[config.mk]
export PLATFORM = sky130hd
export DESIGN_NAME = execute_completion_buffer_flat
export DESIGN_NICKNAME = d
export VERILOG_FILES = /design/src/rtl/execute_completion_buffer_if.sv /design/src/rtl/execute_completion_buffer.sv /design/src/flat_wrapper.sv
export SDC_FILE = /design/constraint.sdc
export NUM_CORES = 1
export LEC_CHECK = 0
export CAP_MARGIN = 20
export CORE_ASPECT_RATIO = 2
export CORE_MARGIN = 10
export CORE_UTILIZATION = 25
export CTS_CLUSTER_DIAMETER = 150
export DETAILED_ROUTE_END_ITERATION = 10
export HOLD_SLACK_MARGIN = 0.08
export PLACE_DENSITY = 0.41
export SLEW_MARGIN = 20
export SYNTH_ARGS = -nofsm -noshare
export SYNTH_HDL_FRONTEND = slang
export SYNTH_SLANG_ARGS = --single-unit
[constraint.sdc]
create_clock -name clock -period 4.91 [get_ports clock]
set_input_delay 0.7365 -clock clock [delete_from_list [all_inputs] [get_ports clock]]
set_output_delay 0.7365 -clock clock [all_outputs]
set_load 0.02 [all_outputs]
[src/rtl/execute_completion_buffer_if.sv]
// Bundle of the issue, completion, writeback and hazard-query signals of the
// execute-stage completion buffer. "master" is the issue/unit side and
// "slave" is the buffer itself.
interface execute_completion_buffer_if #(
  parameter int XLEN  = 32,
  parameter int DEPTH = 4,
  parameter int UNITS = 3,
  parameter int TAGW  = $clog2(DEPTH),
  parameter int UW    = (UNITS > 1) ? $clog2(UNITS) : 1
);
  logic                    issue_valid;
  logic                    issue_ready;
  logic [UW-1:0]           issue_unit;
  logic [4:0]              issue_waddr;
  logic                    issue_fp;
  logic                    issue_fflags;
  logic [TAGW-1:0]         issue_tag;
  logic [UNITS-1:0]        unit_en;
  logic [UNITS-1:0]        done_valid;
  logic [UNITS*TAGW-1:0]   done_tag;
  logic [UNITS*XLEN-1:0]   done_result;
  logic [UNITS*5-1:0]      done_flags;
  logic                    clear;
  logic                    win_wren;
  logic [4:0]              win_waddr;
  logic [XLEN-1:0]         win_wdata;
  logic                    fwin_wren;
  logic [4:0]              fwin_waddr;
  logic [XLEN-1:0]         fwin_wdata;
  logic                    fflags_valid;
  logic [4:0]              fflags;
  logic [4:0]              query_addr1;
  logic [4:0]              query_addr2;
  logic                    query_fp;
  logic                    query_hit;
  logic                    busy;
  logic [TAGW:0]           count;

  modport master (
    output issue_valid, issue_unit, issue_waddr, issue_fp, issue_fflags,
    output done_valid, done_tag, done_result, done_flags, clear,
    output query_addr1, query_addr2, query_fp,
    input  issue_ready, issue_tag, unit_en,
    input  win_wren, win_waddr, win_wdata, fwin_wren, fwin_waddr, fwin_wdata,
    input  fflags_valid, fflags, query_hit, busy, count
  );

  modport slave (
    input  issue_valid, issue_unit, issue_waddr, issue_fp, issue_fflags,
    input  done_valid, done_tag, done_result, done_flags, clear,
    input  query_addr1, query_addr2, query_fp,
    output issue_ready, issue_tag, unit_en,
    output win_wren, win_waddr, win_wdata, fwin_wren, fwin_waddr, fwin_wdata,
    output fflags_valid, fflags, query_hit, busy, count
  );
endinterface

[src/rtl/execute_completion_buffer.sv]
// In-order completion buffer for the execute stage's multicycle units.
// Operations are allocated in issue order, complete out of order by tag and
// retire strictly from the head to the integer or FP register write port.
module execute_completion_buffer #(
  parameter int XLEN  = 32,
  parameter int DEPTH = 4,
  parameter int UNITS = 3,
  parameter int TAGW  = $clog2(DEPTH),
  parameter int UW    = (UNITS > 1) ? $clog2(UNITS) : 1
) (
  input logic                      clock,
  input logic                      reset,
  execute_completion_buffer_if.slave bus
);
  localparam logic [TAGW:0] FULL_CNT = (TAGW+1)'(DEPTH);
  localparam logic [UW:0]   UNIT_LIM = (UW+1)'(UNITS);

  logic [DEPTH-1:0] valid_q, valid_d, done_q, done_d;
  logic [DEPTH-1:0] fp_q, fp_d, fen_q, fen_d;
  logic [4:0]       waddr_q [DEPTH];
  logic [4:0]       waddr_d [DEPTH];
  logic [XLEN-1:0]  data_q  [DEPTH];
  logic [XLEN-1:0]  data_d  [DEPTH];
  logic [4:0]       flags_q [DEPTH];
  logic [4:0]       flags_d [DEPTH];
  logic [TAGW-1:0]  head_q, head_d, tail_q, tail_d;
  logic [TAGW:0]    count_q, count_d;

  logic             ready_s, accept_s, retire_s, hit_s;
  logic [UNITS-1:0] unit_en_s;

  // Handshake: accept only with room, a real unit, no flush and reset released.
  always_comb begin
    ready_s  = (count_q != FULL_CNT);
    accept_s = bus.issue_valid & ready_s & ({1'b0, bus.issue_unit} < UNIT_LIM)
               & ~bus.clear & reset;
    retire_s = valid_q[head_q] & done_q[head_q] & ~bus.clear;
    for (int u = 0; u < UNITS; u++) begin
      unit_en_s[u] = accept_s & (bus.issue_unit == UW'(u));
    end
  end

  // Next entry state: completions, then head retire, then tail allocation.
  always_comb begin
    valid_d = valid_q;
    done_d  = done_q;
    fp_d    = fp_q;
    fen_d   = fen_q;
    waddr_d = waddr_q;
    data_d  = data_q;
    flags_d = flags_q;
    head_d  = head_q;
    tail_d  = tail_q;
    count_d = count_q;
    if (bus.clear) begin
      valid_d = '0;
      done_d  = '0;
      head_d  = '0;
      tail_d  = '0;
      count_d = '0;
    end else begin
      // Highest unit first so that the lowest matching unit is written last and wins.
      for (int i = 0; i < DEPTH; i++) begin
        for (int u = UNITS - 1; u >= 0; u--) begin
          if (bus.done_valid[u] && valid_q[i] &&
              (bus.done_tag[u*TAGW +: TAGW] == TAGW'(i))) begin
            done_d[i]  = 1'b1;
            data_d[i]  = bus.done_result[u*XLEN +: XLEN];
            flags_d[i] = bus.done_flags[u*5 +: 5];
          end else begin
            done_d[i]  = done_d[i];
          end
        end
      end
      if (retire_s) begin
        valid_d[head_q] = 1'b0;
        done_d[head_q]  = 1'b0;
        head_d          = head_q + 1'b1;
      end else begin
        head_d          = head_q;
      end
      // Tail is never the retiring head: a full buffer refuses issue.
      if (accept_s) begin
        valid_d[tail_q] = 1'b1;
        done_d[tail_q]  = 1'b0;
        fp_d[tail_q]    = bus.issue_fp;
        fen_d[tail_q]   = bus.issue_fflags;
        waddr_d[tail_q] = bus.issue_waddr;
        tail_d          = tail_q + 1'b1;
      end else begin
        tail_d          = tail_q;
      end
      case ({accept_s, retire_s})
        2'b10:   count_d = count_q + 1'b1;
        2'b01:   count_d = count_q - 1'b1;
        default: count_d = count_q;
      endcase
    end
  end

  // RAW hazard query: any uncommitted writer of a source register; x0 is never a hazard.
  always_comb begin
    hit_s = 1'b0;
    for (int i = 0; i < DEPTH; i++) begin
      hit_s = hit_s | (valid_q[i] & (fp_q[i] == bus.query_fp)
                       & ((waddr_q[i] == bus.query_addr1) | (waddr_q[i] == bus.query_addr2))
                       & (fp_q[i] | (waddr_q[i] != 5'd0)));
    end
  end

  // Writeback port drive from the head entry; a flush silences everything.
  always_comb begin
    bus.win_wren     = retire_s & ~fp_q[head_q] & (waddr_q[head_q] != 5'd0);
    bus.fwin_wren    = retire_s & fp_q[head_q];
    bus.fflags_valid = retire_s & fen_q[head_q];
    if (bus.clear) begin
      bus.win_waddr  = 5'd0;
      bus.win_wdata  = '0;
      bus.fwin_waddr = 5'd0;
      bus.fwin_wdata = '0;
      bus.fflags     = 5'd0;
    end else begin
      bus.win_waddr  = waddr_q[head_q];
      bus.win_wdata  = data_q[head_q];
      bus.fwin_waddr = waddr_q[head_q];
      bus.fwin_wdata = data_q[head_q];
      bus.fflags     = flags_q[head_q];
    end
  end

  assign bus.issue_ready = ready_s;
  assign bus.issue_tag   = tail_q;
  assign bus.unit_en     = unit_en_s;
  assign bus.query_hit   = hit_s;
  assign bus.busy        = (count_q != '0);
  assign bus.count       = count_q;

  // State registers; reset drops every entry immediately.
  always_ff @(posedge clock or negedge reset) begin
    if (!reset) begin
      valid_q <= '0;
      done_q  <= '0;
      fp_q    <= '0;
      fen_q   <= '0;
      head_q  <= '0;
      tail_q  <= '0;
      count_q <= '0;
      for (int i = 0; i < DEPTH; i++) begin
        waddr_q[i] <= 5'd0;
        data_q[i]  <= '0;
        flags_q[i] <= 5'd0;
      end
    end else begin
      valid_q <= valid_d;
      done_q  <= done_d;
      fp_q    <= fp_d;
      fen_q   <= fen_d;
      head_q  <= head_d;
      tail_q  <= tail_d;
      count_q <= count_d;
      waddr_q <= waddr_d;
      data_q  <= data_d;
      flags_q <= flags_d;
    end
  end
endmodule
[src/flat_wrapper.sv]
// flat-port wrapper written by rule: the top's interface ports become plain ports
module execute_completion_buffer_flat 
#(
  parameter int XLEN  = 32,
  parameter int DEPTH = 4,
  parameter int UNITS = 3,
  parameter int TAGW  = $clog2(DEPTH),
  parameter int UW    = (UNITS > 1) ? $clog2(UNITS) : 1
)
  (clock, reset, bus_issue_valid, bus_issue_unit, bus_issue_waddr, bus_issue_fp, bus_issue_fflags, bus_done_valid, bus_done_tag, bus_done_result, bus_done_flags, bus_clear, bus_query_addr1, bus_query_addr2, bus_query_fp, bus_issue_ready, bus_issue_tag, bus_unit_en, bus_win_wren, bus_win_waddr, bus_win_wdata, bus_fwin_wren, bus_fwin_waddr, bus_fwin_wdata, bus_fflags_valid, bus_fflags, bus_query_hit, bus_busy, bus_count);
  execute_completion_buffer_if #(.XLEN(XLEN), .DEPTH(DEPTH), .UNITS(UNITS), .TAGW(TAGW), .UW(UW)) bus_i ();
  input logic clock;
  input logic reset;
  input wire logic [$bits(bus_i.issue_valid)-1:0] bus_issue_valid;
  input wire logic [$bits(bus_i.issue_unit)-1:0] bus_issue_unit;
  input wire logic [$bits(bus_i.issue_waddr)-1:0] bus_issue_waddr;
  input wire logic [$bits(bus_i.issue_fp)-1:0] bus_issue_fp;
  input wire logic [$bits(bus_i.issue_fflags)-1:0] bus_issue_fflags;
  input wire logic [$bits(bus_i.done_valid)-1:0] bus_done_valid;
  input wire logic [$bits(bus_i.done_tag)-1:0] bus_done_tag;
  input wire logic [$bits(bus_i.done_result)-1:0] bus_done_result;
  input wire logic [$bits(bus_i.done_flags)-1:0] bus_done_flags;
  input wire logic [$bits(bus_i.clear)-1:0] bus_clear;
  input wire logic [$bits(bus_i.query_addr1)-1:0] bus_query_addr1;
  input wire logic [$bits(bus_i.query_addr2)-1:0] bus_query_addr2;
  input wire logic [$bits(bus_i.query_fp)-1:0] bus_query_fp;
  output wire logic [$bits(bus_i.issue_ready)-1:0] bus_issue_ready;
  output wire logic [$bits(bus_i.issue_tag)-1:0] bus_issue_tag;
  output wire logic [$bits(bus_i.unit_en)-1:0] bus_unit_en;
  output wire logic [$bits(bus_i.win_wren)-1:0] bus_win_wren;
  output wire logic [$bits(bus_i.win_waddr)-1:0] bus_win_waddr;
  output wire logic [$bits(bus_i.win_wdata)-1:0] bus_win_wdata;
  output wire logic [$bits(bus_i.fwin_wren)-1:0] bus_fwin_wren;
  output wire logic [$bits(bus_i.fwin_waddr)-1:0] bus_fwin_waddr;
  output wire logic [$bits(bus_i.fwin_wdata)-1:0] bus_fwin_wdata;
  output wire logic [$bits(bus_i.fflags_valid)-1:0] bus_fflags_valid;
  output wire logic [$bits(bus_i.fflags)-1:0] bus_fflags;
  output wire logic [$bits(bus_i.query_hit)-1:0] bus_query_hit;
  output wire logic [$bits(bus_i.busy)-1:0] bus_busy;
  output wire logic [$bits(bus_i.count)-1:0] bus_count;
  assign bus_i.issue_valid = bus_issue_valid;
  assign bus_i.issue_unit = bus_issue_unit;
  assign bus_i.issue_waddr = bus_issue_waddr;
  assign bus_i.issue_fp = bus_issue_fp;
  assign bus_i.issue_fflags = bus_issue_fflags;
  assign bus_i.done_valid = bus_done_valid;
  assign bus_i.done_tag = bus_done_tag;
  assign bus_i.done_result = bus_done_result;
  assign bus_i.done_flags = bus_done_flags;
  assign bus_i.clear = bus_clear;
  assign bus_i.query_addr1 = bus_query_addr1;
  assign bus_i.query_addr2 = bus_query_addr2;
  assign bus_i.query_fp = bus_query_fp;
  assign bus_issue_ready = bus_i.issue_ready;
  assign bus_issue_tag = bus_i.issue_tag;
  assign bus_unit_en = bus_i.unit_en;
  assign bus_win_wren = bus_i.win_wren;
  assign bus_win_waddr = bus_i.win_waddr;
  assign bus_win_wdata = bus_i.win_wdata;
  assign bus_fwin_wren = bus_i.fwin_wren;
  assign bus_fwin_waddr = bus_i.fwin_waddr;
  assign bus_fwin_wdata = bus_i.fwin_wdata;
  assign bus_fflags_valid = bus_i.fflags_valid;
  assign bus_fflags = bus_i.fflags;
  assign bus_query_hit = bus_i.query_hit;
  assign bus_busy = bus_i.busy;
  assign bus_count = bus_i.count;
  execute_completion_buffer #(.XLEN(XLEN), .DEPTH(DEPTH), .UNITS(UNITS), .TAGW(TAGW), .UW(UW)) u_core (.clock(clock), .reset(reset), .bus(bus_i));
endmodule
==> impl_metrics.json, run 1 <==
{
  "syn_nets": 1371,
  "ir_worst_vdd_mv": 0.180,
  "final-hold-violation-count": 0,
  "hpwl_um": 32900,
  "drt_iter0_drc": 617,
  "nFillCells": 5199,
  "synth_cells": 1218,
  "synth.avg_cell_area_um2": 10.5,
  "criticalPathCategory": "primary input to primary output",
  "grt_pass1_wl_um": 73800,
  "synth_top_area_cell": "dfrtp_1",
  "cts.htree.levels": 4,
  "cts_setup_buffers": 0,
  "wirelength_um": 48700,
  "synth.most_common_cell": "dfrtp_1",
  "synthDistinctLibCells": 46,
  "ys.flop_type": "dfrtp_1",
  "wl_per_cell_um": 24.1,
  "rsz0062_at_grt": "no",
  "drt_pass1_iterations": 5,
  "post_drt_via_cell_ratio": 5.07,
  "synth.top_cell.area_share_pct": 37.4,
  "final_nets": 1505,
  "numCtsBuffers": 17,
  "worstSetupStartpoint": "reset",
  "p_int_mw": 3.29,
  "grt_usage_pct": 15.8,
  "ys.warnings.count": 0,
  "clkTransAtPathRegs_ns": 0.07,
  "total_power_mw": 4.70,
  "maxCapViolations": 0,
  "synth_edf_count": 0,
  "cp_max_fo": 7,
  "ys_ff_latch": 191,
  "post_dp_cell_area_um2": 15500,
  "relSlewSlack_pct": 33.9,
  "num_rows": 117,
  "synthTopCellsByArea": "dfrtp_1 37%, mux2i_1 12%, a211oi_1 8.7%, a21o_1 8.7%, mux4_2 7.9%",
  "fin_skew_ns": 0.00884,
  "insertion_delay_ns": 0.46,
  "switchingPower_mw": 1.41,
  "switching_share_pct": 30.0,
  "crit_path_end_kind": "primary output",
  "period_needed_ns": 4.09,
  "period_share_pct": 83.3,
  "final_cell_area_um2": 16100,
  "clock_path_buffers": 2,
  "place_congestion": 0.874,
  "yosysSeqAreaShare_pct": 37.4,
  "cts_root_buf": "clkbuf_16",
  "worstReg2RegEnd": "u_core.bus.count[2]",
  "cts_resized": 0,
  "grt_antenna_before_repair": 4,
  "die_x_um": 180,
  "reg2reg_from": "u_core.head_q[1]",
  "ys_top_cells_by_count": "191 x dfrtp_1, 160 x nor2_1, 151 x mux2i_1",
  "async_flop_share_pct": 100,
  "rr_worst_depth": 9,
  "max_freq_mhz": 245,
  "die-area_um2": 61200,
  "die_h_um": 340,
  "finalSetupViolCount": 0,
  "worst_ep_arrival_time_ns": 3.35,
  "grt_overflow": 0,
  "outcome": "complete, no violations",
  "clkPwrFrac_pct": 31.2,
  "diodes": 0,
  "ant_nets": 0,
  "start_util_pct": 25.2,
  "cts.sink_count": 191,
  "leakagePower_nw": 8.32,
  "io_pins": 237,
  "coreArea_um2": 50800,
  "cp_data_required_time_ns": 4.17,
  "cts_tree": "built",
  "timing.hold.ws_ns": 0.472,
  "powerDensity_nw_per_um2": 292,
  "min_path_type": "flop to flop",
  "worst_setup_path_start_kind": "primary input",
  "drive_gt1_share_pct": 10.3,
  "area_growth_pct": 25.8,
  "power_frac_comb_pct": 27.5,
  "via_count": 10200,
  "critPathCapture": "bus_unit_en[0]",
  "grt_start_max_net_pins": 143,
  "r2r_slack_ns": 1.77,
  "tns_ns": 0,
  "worstMarginPinSlew_ns": 0.991,
  "grt_pass1_vias": 10900,
  "holdPathStages": 1,
  "drcViolationCount": 0,
  "portBuffers": 236,
  "drv_slew": 0,
  "syn_area_um2": 12800,
  "p_seq_share_pct": 41.3
}
## critical path: stages
cell and delay (ns):
dlygate4sd3_1 0.54, clkbuf_8 0.16, and2_0 0.18, and3_1 0.32
nor2b_4 0.54, nor3b_1 0.24, clkdlybuf4s50_1 0.63
## state kept, by name, indices dropped and copies added (netlist names)
| register | count |
|---|---|
| u_core.bus.count | 3 |
| u_core.bus.issue_tag | 2 |
| u_core.data_q | 128 |
| u_core.done_q | 4 |
| u_core.fen_q | 4 |
| u_core.flags_q | 20 |
| u_core.fp_q | 4 |
| u_core.head_q | 2 |
| u_core.valid_q | 4 |
| u_core.waddr_q | 20 |
## worst min-delay path by stage
stage                      startpoint                   to  slack (ns)
floorplan                       reset  u_core.bus.count[0]        0.44
global placement     u_core.data_q[3]     u_core.data_q[3]        0.45
detailed placement  u_core.data_q[63]    u_core.data_q[63]        0.46
CTS                 u_core.data_q[63]    u_core.data_q[63]        0.48
global route        u_core.data_q[63]    u_core.data_q[63]        0.49
finish              u_core.data_q[27]    u_core.data_q[27]        0.47
## kinds of logic (layout without fill, tap and decap cells)
family / after synthesis / in the layout / synth area share (%)
muxes: 225 / 225 / 23.1
and+or+nand+nor: 287 / 287 / 11.2
DFF: 191 / 191 / 37.4
xor gates and xnor gates: 44 / 44 / 3.01
AOI/OAI and AO/OA: 315 / 315 / 18.4
buffers and inverters: 147 / 294 / 5.99
adders and majority gates: 9 / 9 / 0.939
## power groups by stage
stage               logic [mW]  registers, mW  clock network (mW)
CTS                       1.32           1.94                1.53
global route              1.39           1.97                1.58
finish                    1.29           1.94                1.47
floorplan                0.791           1.90                   0
global placement          1.31           1.97                   0
detailed placement        1.31           1.98                   0
## repair_timing
action / in CTS / in global routing
setup endpoints to repair: 0 / 0
hold buffers: 1 / 0
hold endpoints to repair: 2 / 0
## final cells by class
type	instances	area [um2]	area share, %
flip-flops and latches	191	4780	29.7
well taps	654	818	5.08
repair buffers	258	2590	16.1
multi-input cells	880	7290	45.3
clock buffers	25	495	3.08
clock inverters	7	101	0.629
inverters	4	15.0	0.0933
## routing by layer
metal | up-vias | GRT usage [%] | wire (um)
met4 | 8 | 6.23 | 1500
met1 | 5191 | 18.0 | 19500
met2 | 284 | 28.0 | 25300
met3 | 69 | 3.43 | 2360
met5 | - | 0 | 54
li1 | 4693 | - | -
## cells in the final DEF (no fill, tap or decap), types with 5 or more instances in the layout
| cell | count |
|---|---|
| dfrtp_1 | 189 |
| a21oi_1 | 5 |
| a211oi_1 | 148 |
| nor3_1 | 10 |
| nor2b_1 | 44 |
| o21ai_0 | 5 |
| nand4b_1 | 6 |
| ha_1 | 8 |
| mux2_4 | 28 |
| buf_12 | 5 |
| nand2_1 | 17 |
| xor2_1 | 17 |
| nand3_1 | 11 |
| buf_4 | 16 |
| nand4_1 | 5 |
| clkbuf_8 | 5 |
| a21o_1 | 148 |
| clkdlybuf4s50_1 | 234 |
| mux4_2 | 45 |
| or4_1 | 5 |
| clkbuf_16 | 17 |
| xnor2_1 | 27 |
| nor2_1 | 160 |
| mux2i_1 | 151 |
## through the flow
| step | setup slack (ns) | util, % | instances |
|---|---|---|---|
| detailed placement | 1.06 | 30.5 | 1986 |
| finish | 0.822 | 31.7 | 2019 |
| CTS | 0.783 | 31.7 | 2019 |
| floorplan | 2.15 | - | 1218 |
| global route | 0.704 | 31.7 | 2019 |
| global placement | 1.04 | 30.5 | 1986 |
Note: power is estimated with default switching activity, not from simulation.
==> run 2: changes to the inputs <==
--- a/config.mk
+++ b/config.mk
@@ -12,7 +12,7 @@
 export CTS_CLUSTER_DIAMETER = 150
 export DETAILED_ROUTE_END_ITERATION = 10
 export HOLD_SLACK_MARGIN = 0.08
-export PLACE_DENSITY = 0.41
+export PLACE_DENSITY = 0.43
 export SLEW_MARGIN = 20
 export SYNTH_ARGS = -nofsm -noshare
 export SYNTH_HDL_FRONTEND = slang
==> constraint.sdc (replaced) <==
create_clock -name clock -period 3.46 [get_ports clock]
set_input_delay 0.519 -clock clock [delete_from_list [all_inputs] [get_ports clock]]
set_output_delay 0.519 -clock clock [all_outputs]
set_load 0.02 [all_outputs]
==> run 2 against run 1 <==
Compared with the run above: design area is 0.74% higher; die area is the same; critical path type is now flop to primary output; sequential power rose by 42%; clock skew about the same; clock-buffer cell count is 4 lower; combinational power is 41% higher; clock power grew 42%; register-to-register slack got worse by 1.0 ns; largest cell class unchanged; core utilization is 0.23 points higher; largest power group unchanged.
==> impl_metrics.json, run 2 (synthesized netlist as in run 1, its figures left out) <==
{
  "post_dp_cell_area_um2": 15600,
  "grtUsageMet1_pct": 17.2,
  "worst_setup_path_start_kind": "flop",
  "leakagePower_nw": 8.38,
  "rsz0062_at_grt": "no",
  "top_regs": "u_core.data_q: 128 flops, u_core.flags_q: 20 flops, u_core.waddr_q: 20 flops",
  "post_drt_via_cell_ratio": 5.09,
  "drive_gt1_share_pct": 10.7,
  "busiest_layer": "met2",
  "cp_data_required_time_ns": 2.94,
  "crit_path_max_incr_delay_ns": 0.68,
  "grt_pass1_vias": 11100,
  "clkTransAtPathRegs_ns": 0.08,
  "period_share_pct": 96.9,
  "nFillCells": 5184,
  "cts_resized": 0,
  "io_pins": 237,
  "grt_pass1_wl_um": 73200,
  "drcViolationCount": 0,
  "ant_nets": 0,
  "largest_reg_flops": 128,
  "grt_start_max_net_pins": 151,
  "coreArea_um2": 50800,
  "wirelength_um": 49000,
  "max_freq_mhz": 298,
  "min_path_type": "primary input to asynchronous set/reset pin",
  "cts_tree": "built",
  "num_rows": 117,
  "cts.sink_count": 191,
  "start_util_pct": 25.2,
  "die-area_um2": 61200,
  "met3_usage_pct": 3.18,
  "drt_pass1_iterations": 5,
  "wl_per_cell_um": 24.2,
  "crit_path_end_kind": "primary output",
  "slowest_stage": "clkdlybuf4s50_1",
  "pre_cts_ws_ns": 0.494,
  "insertion_delay_ns": 0.46,
  "final_cell_mix": "234 x clkdlybuf4s50_1, 189 x dfrtp_1, 160 x nor2_1, 151 x mux2i_1",
  "drv_slew": 0,
  "worst_ep_arrival_time_ns": 2.83,
  "fin_skew_ns": 0.00869,
  "final-hold-violation-count": 0,
  "relSlewSlack_pct": 34.4,
  "final_common_cell": "clkdlybuf4s50_1",
  "outcome": "complete, no violations",
  "multi_input_area_um2": 7280,
  "portBuffers": 236,
  "clock_path_buffers": 2,
  "powerDensity_nw_per_um2": 411,
  "place_congestion": 0.859,
  "finalSetupViolCount": 0,
  "via_count": 10300,
  "die_x_um": 180,
  "ff_latch_area_um2": 4780,
  "criticalPathCategory": "flop to primary output",
  "hpwl_um": 32600,
  "area_growth_pct": 26.8,
  "grtUsageMet2_pct": 29.1,
  "postLayoutSetupSlackWorst_ns": 0.108,
  "max_flop_register": "u_core.data_q",
  "r2r_slack_ns": 0.73,
  "cts_root_buf": "clkbuf_16",
  "drt_iter0_drc": 553,
  "maxCapViolations": 0,
  "tns_ns": 0,
  "die_h_um": 340,
  "final_cell_area_um2": 16200,
  "period_needed_ns": 3.35,
  "worstMarginPinSlew_ns": 0.984,
  "path_cells": "buf_4 -> mux4_2 -> nor2b_1 -> clkdlybuf4s50_1",
  "cts.htree.levels": 4,
  "grt_overflow": 0,
  "holdBufCountCts": 0,
  "grt_antenna_before_repair": 2,
  "ir_worst_vdd_mv": 0.249,
  "final_nets": 1508,
  "numCtsBuffers": 17,
  "cp_max_fo": 22,
  "grt_usage_pct": 15.8,
  "cts_setup_buffers": 0
}
[run 2: cell count changes in the layout (fill, tap and decap cells not counted), sizes merged]
| cell | change |
|---|---|
| clkbuf | -4 |
| inv | +2 |
| clkinv | +1 |
| diode | +4 |
| dlygate4sd3 | -1 |
| clkinvlp | +1 |
| buf | +4 |
[run 2: power breakdown]
part           internal [mW]  switching [mW]  total [mW]
registers               2.51           0.241        2.76
clock network           1.13           0.962        2.09
logic                   1.01           0.813        1.82
[run 2: layout make-up]
cell class,instances,share of cell area [%]
clock inverter,11,0.787
timing repair buffer,261,16.7
clock buffer,21,2.90
antenna,4,0.0617
tap,654,5.05
inverter,4,0.0926
multi-input combinational,880,44.9
sequential,191,29.5
[run 2: path summary, 6_finish.rpt]
kind	start	endpoint	cells after the start
max	u_core.head_q[1]	bus_fwin_wdata[11]	4
min	reset	u_core.data_q[91]	2
max reg2reg	u_core.head_q[0]	u_core.bus.count[2]	9
min reg2reg	u_core.data_q[50]	u_core.data_q[50]	1
max in group asynchronous	reset	u_core.head_q[0]	3
min in group clock	u_core.data_q[50]	u_core.data_q[50]	1
[run 2: critical path, delay by kind of cell, from the launching register on]
| kind | cells | cell delay [ns] |
|---|---|---|
| flip-flops | 1 | 0.55 |
| buffers and inverters | 2 | 1.17 |
| multiplexers | 1 | 0.30 |
| AND/OR/NAND/NOR | 1 | 0.33 |
[run 2: stage by stage]
stage          utilization, %  cells  hold slack, ns  total power [mW]
3_3_place_gp             30.7   1990           0.456              4.64
5_1_grt                  31.9   2023           0.225              6.99
3_5_place_dp             30.7   1990           0.460              4.66
4_1_cts                  31.9   2022           0.200              6.79
2_1_floorplan               -   1218           0.223              3.82
6_report                 31.9   2026           0.177              6.67
[run 2: metal layers]
layer	up-vias	routed length (um)	part of all wire [%]
li1	4691	-	-
met1	5263	19200	39
met2	300	26000	53
met3	58	2420	4.9
met4	2	1440	2.9
met5	-	17	0.035
